==> config.mk <==
export PLATFORM = sky130hd
export DESIGN_NAME = adder_arbiter_8b
export DESIGN_NICKNAME = d
export VERILOG_FILES = /design/src/rtl/adder_arb_pkg.sv /design/src/rtl/adder_8b_8l.sv /design/src/rtl/rr_pick.sv /design/src/rtl/adder_arbiter_8b.sv
export SDC_FILE = /design/constraint.sdc
export NUM_CORES = 1
export LEC_CHECK = 0
export BUFFER_PORTS_ARGS = -buffer_cell sky130_fd_sc_hd__buf_2
export CORE_MARGIN = 2
export CORE_UTILIZATION = 25
export DETAILED_ROUTE_END_ITERATION = 10
export PLACE_DENSITY = 0.56
export SLEW_MARGIN = 10
export SYNTH_ARGS = -nofsm -noshare
export SYNTH_HDL_FRONTEND = slang
export SYNTH_SLANG_ARGS = --single-unit
export TNS_END_PERCENT = 20
==> constraint.sdc <==
create_clock -name clk -period 5 [get_ports clk]
set_input_delay 0.25 -clock clk [delete_from_list [all_inputs] [get_ports clk]]
set_output_delay 0.25 -clock clk [all_outputs]
set_load 0.03 [all_outputs]
==> src/rtl/adder_arb_pkg.sv <==
// Shared types and helpers for the adder arbiter: operand width, result record and
// round-robin pointer advance.
package adder_arb_pkg;

    localparam int unsigned W     = 8;
    // Widest requester ID supported (NREQ up to 8).
    localparam int unsigned IDMAX = 3;

    typedef struct packed {
        logic [W-1:0]     sum;
        logic             cout;
        logic [IDMAX-1:0] id;
    } res_t;

    function automatic logic [IDMAX-1:0] next_ptr(input logic [IDMAX-1:0] g,
                                                  input int unsigned      nreq);
        if (32'(g) == nreq - 1) begin
            return '0;
        end
        return g + IDMAX'(1);
    endfunction

endpackage

==> src/rtl/adder_8b_8l.sv <==
// 8-bit Kogge-Stone prefix adder, purely combinational.
module adder_8b_8l (
    input  logic [7:0] a,
    input  logic [7:0] b,
    output logic [7:0] sum,
    output logic       cout
);

    function automatic logic [8:0] ks_add(input logic [7:0] x, input logic [7:0] y);
        logic [7:0] g, p, gn, pn, s;
        g  = x & y;
        p  = x ^ y;
        s  = p;
        gn = '0;
        pn = '0;
        for (int l = 0; l < 3; l++) begin
            for (int i = 0; i < 8; i++) begin
                if (i >= (1 << l)) begin
                    gn[i] = g[i] | (p[i] & g[i - (1 << l)]);
                    pn[i] = p[i] & p[i - (1 << l)];
                end else begin
                    gn[i] = g[i];
                    pn[i] = p[i];
                end
            end
            g = gn;
            p = pn;
        end
        // g[i] is now the group carry out of bits [i:0].
        return {g[7], s ^ {g[6:0], 1'b0}};
    endfunction

    assign {cout, sum} = ks_add(a, b);

endmodule

==> src/rtl/rr_pick.sv <==
// Combinational round-robin picker: first set request at or above ptr, wrapping.
module rr_pick #(
    parameter int unsigned NREQ = 4,
    parameter int unsigned IDW  = $clog2(NREQ)
) (
    input  logic [NREQ-1:0] req,
    input  logic [IDW-1:0]  ptr,
    output logic [NREQ-1:0] gnt,
    output logic [IDW-1:0]  idx,
    output logic            any
);

    always_comb begin
        int unsigned j;
        j   = 0;
        idx = '0;
        any = 1'b0;
        for (int unsigned i = 0; i < NREQ; i++) begin
            j = (32'(ptr) + i) % NREQ;
            if (!any && req[j]) begin
                any = 1'b1;
                idx = IDW'(j);
            end
        end
        gnt = any ? (NREQ'(1) << idx) : '0;
    end

endmodule

==> src/rtl/adder_arbiter_8b.sv <==
// Round-robin arbitration of NREQ operand channels onto one shared 8-bit prefix adder,
// with a one-entry result register drained over a valid/ready channel.
module adder_arbiter_8b
    import adder_arb_pkg::*;
#(
    parameter int unsigned NREQ = 4,
    parameter int unsigned IDW  = $clog2(NREQ)
) (
    input  logic              clk,
    input  logic              rst_n,
    input  logic [NREQ-1:0]   req_valid,
    output logic [NREQ-1:0]   req_ready,
    input  logic [NREQ*W-1:0] req_a,
    input  logic [NREQ*W-1:0] req_b,
    output logic              res_valid,
    input  logic              res_ready,
    output logic [W-1:0]      res_sum,
    output logic              res_cout,
    output logic [IDW-1:0]    res_id
);

    logic [IDW-1:0]  ptr_q, ptr_d;
    res_t            res_q, res_d;
    logic            res_valid_q, res_valid_d;

    logic [NREQ-1:0] gnt;
    logic [IDW-1:0]  idx;
    logic            any;
    logic            can_accept;
    logic            accept;
    logic [W-1:0]    op_a, op_b;
    logic [W-1:0]    add_sum;
    logic            add_cout;

    rr_pick #(
        .NREQ (NREQ),
        .IDW  (IDW)
    ) u_pick (
        .req (req_valid),
        .ptr (ptr_q),
        .gnt (gnt),
        .idx (idx),
        .any (any)
    );

    assign op_a = req_a[idx*W +: W];
    assign op_b = req_b[idx*W +: W];

    adder_8b_8l u_add (
        .a    (op_a),
        .b    (op_b),
        .sum  (add_sum),
        .cout (add_cout)
    );

    assign can_accept = !res_valid_q || res_ready;
    assign accept     = any && can_accept;
    // Gate with rst_n so no requester sees a handshake while reset is held.
    assign req_ready  = (can_accept && rst_n) ? gnt : '0;

    always_comb begin
        ptr_d       = ptr_q;
        res_d       = res_q;
        res_valid_d = res_valid_q;
        if (accept) begin
            res_d.sum   = add_sum;
            res_d.cout  = add_cout;
            res_d.id    = IDMAX'(idx);
            res_valid_d = 1'b1;
            ptr_d       = IDW'(next_ptr(IDMAX'(idx), NREQ));
        end else if (res_ready) begin
            res_valid_d = 1'b0;
        end
    end

    always_ff @(posedge clk or negedge rst_n) begin
        if (!rst_n) begin
            ptr_q       <= '0;
            res_q       <= '0;
            res_valid_q <= 1'b0;
        end else begin
            ptr_q       <= ptr_d;
            res_q       <= res_d;
            res_valid_q <= res_valid_d;
        end
    end

    assign res_valid = res_valid_q;
    assign res_sum   = res_q.sum;
    assign res_cout  = res_q.cout;
    assign res_id    = res_q.id[IDW-1:0];

endmodule

==> impl_metrics.csv <==
group,metric,value,unit
status,status,"completed",
sta,fin_ws,1.27,ns
power_and_ir_drop,power_density,455,nW/um^2
yosys,syn_area,1530,um^2
placement,preCtsSetupSlack,1.25,ns
yosys,ys.flop_type,"dfrtp_1",
drt,drc,0,
yosys,synth.top_cell.area_share,0.320,
layout,nFillCells,634,
clock_tree,cts.sinks,14,
yosys,synth_area_leaders,"mux2i_1, dfrtp_1, ha_1, nand2_1, o21ai_0",
layout,drive_above_1_share,0.378,
clock_tree,cts_buffer_depth,2,
yosys,synth_seq_cells,14,
global_routing,overflow,0,
clock_tree,holdBufCountCts,1,
global_routing,grt_max_degree,22,
layout,diodes,0,
global_routing,track_usage,0.108,
yosys,synth_nets,251,
sta,setup_violations,0,
sta,worst_slew_pin_slew,1.05,ns
floorplanning,die_area,6770,um^2
floorplanning,fp.dieW,82.3,um
layout,regArea,350,um^2
clock_tree,numCtsBuffers,3,
worst_setup_path,critPathKind,"flop to flop",
clock_tree,cts_root_buf,"clkbuf_8",
yosys,yosysWarnings,0,
yosys,synth_cell_types,29,
drt,vias,1481,
yosys,synth_common_cells,"mux2i_1, nand2_1, dfrtp_1, o21ai_0, ha_1",
power_and_ir_drop,vdd_drop_max,0.000154,V
drt,finalWirelength,3870,um
placement,io_buffers,86,
run,maxCapViolations,0,
sta,tns,0,ns
drt,dr.first_iter.drc_count,26,
worst_setup_path,worstPathRequired,5.11,ns
yosys,synth-edff-count,0,
layout,multiInputGateArea,1090,um^2
floorplanning,core_area,5920,um^2
layout,fin_nets,336,
drt,wire_per_inst,11.9,um
worst_setup_path,cp-start-kind,"flop",
sta,period_needed,3.73,ns
yosys,yosysSeqAreaShare,0.229,
placement,globalplace.congestion,0.796,
clock_tree,htreeDepth,1,
clock_tree,clk_latency,0.24,ns
sta,fin_crit_sh,0.746,
min_path,hold_class,"input pin to flop",
yosys,async_flop_share,1.00,
sta,fmax,0.268,GHz
drt,antenna_left,0,
clock_tree,cts-resized-gates,0,
sta,relSlewSlack,0.301,
layout,area_growth,35.0,%
power_and_ir_drop,power.leakage,1.14,nW
global_routing,first_global_vias,1404,
yosys,yosys.area.top_type,"mux2i_1",
floorplanning,io-pin-count,87,
worst_setup_path,arrival,3.84,ns
placement,place_hpwl,3150,um
sta,maxSlewViolCount,0,
global_routing,grt_antenna_before_repair,0,
sta,rsz0062_at_grt,"false",
clock_tree,cts_tree,"built",
worst_setup_path,worstSetupEndpointType,"flop",
sta,clock_skew,0.00143,ns
yosys,synth.avg_cell_area,9.17,um^2
yosys,synth_most_common_cell,"mux2i_1",
yosys,netlist_instances,167,
sta,hold_violations,0,
clock_tree,cts_setup_buffers,0,
clock_tree,clkTransAtPathRegs,0.06,ns
layout,final_core_util,0.349,
floorplanning,die_y,82.3,um
floorplanning,rows,28,
floorplanning,initial_utilization,0.259,
worst_setup_path,crit_fanout,20,
power_and_ir_drop,p_total,0.940,mW
drt,drtPass1Iterations,4,
global_routing,grt_pass1_wl,5780,um
drt,viasPerCell,4.54,
-- per-stage QoR --
step / hold WS, ns / area [um^2] / cells
6_report: 0.271 / 2070 / 326
3_5_place_dp: 0.196 / 2000 / 321
2_1_floorplan: -0.0456 / 1530 / 167
4_1_cts: 0.271 / 2070 / 326
5_1_grt: 0.293 / 2070 / 326
3_3_place_gp: 0.186 / 2000 / 321
-- worst max-delay path, stage by stage (launching register included) --
cell and delay (ns):
dfrtp_1 0.46, mux2i_1 0.21, nor2_1 0.08, a311oi_4 0.90, buf_4 0.46, mux2i_1 0.23
mux2i_1 0.10, ha_1 0.23, o31ai_1 0.46, nand2b_1 0.10, a211oi_1 0.26, o31ai_1 0.09
-- flip-flops by register name (all words and copies together), names as in the netlist --
| name | flops |
|---|---|
| res_cout | 1 |
| res_valid | 1 |
| res_id | 2 |
| res_sum | 8 |
| ptr_q | 2 |
-- layout by cell type (no fill, tap or decap), drive strengths merged, types with 2 or more instances in the layout --
cell / instances
a21o: 2
a211oi: 3
nand2b: 2
mux2i: 49
nand2: 19
a21oi: 9
xor2: 3
clkbuf: 4
mux2: 2
dfrtp: 14
and3: 4
o21ai: 14
buf: 88
nor2: 7
ha: 12
o31ai: 2
inv: 7
-- power breakdown --
| part | switching [mW] | internal, mW | leakage (nW) |
|---|---|---|---|
| clock | 0.0422 | 0.0697 | 0.0288 |
| combinational | 0.372 | 0.265 | 0.947 |
| sequential | 0.0301 | 0.161 | 0.165 |
| total | 0.444 | 0.496 | 1.14 |
-- routing by layer --
layer	track usage	wire length [um]	vias to the layer above
met5	0	0	-
met4	0.0350	27	0
met3	0.0207	217	2
met2	0.187	1880	43
met1	0.135	1750	667
li1	-	-	769
-- final cells by class --
type / count / share of cell area
Sequential cell: 14 / 0.169
Timing Repair Buffer: 89 / 0.220
Tap cell: 75 / 0.0454
Clock buffer: 4 / 0.0266
Inverter: 7 / 0.0127
Multi-Input combinational cell: 137 / 0.525
-- logic make-up (layout without fill, tap and decap cells) --
logic type,Yosys count,in the layout,share of synthesized area
simple gates,36,36,0.103
mux,51,51,0.335
buf+inv,16,100,0.0735
flops,14,14,0.229
fa+ha+maj,13,13,0.111
compound gates,34,34,0.132
xor+xnor,3,3,0.0172
-- worst paths after layout --
kind,from,end,slack [ns],cells past startpoint
setup / recovery,ptr_q[1],res_sum[6],1.27,11
hold / removal,res_ready,res_valid,0.27,4
setup reg to reg,ptr_q[1],res_sum[6],1.27,11
hold reg to reg,res_sum[4],res_sum[4],0.47,2
max in group asynchronous,rst_n,res_sum[6],4.29,2
min in group asynchronous,rst_n,res_id[0],0.45,2
(Power assumes the default switching activity.)
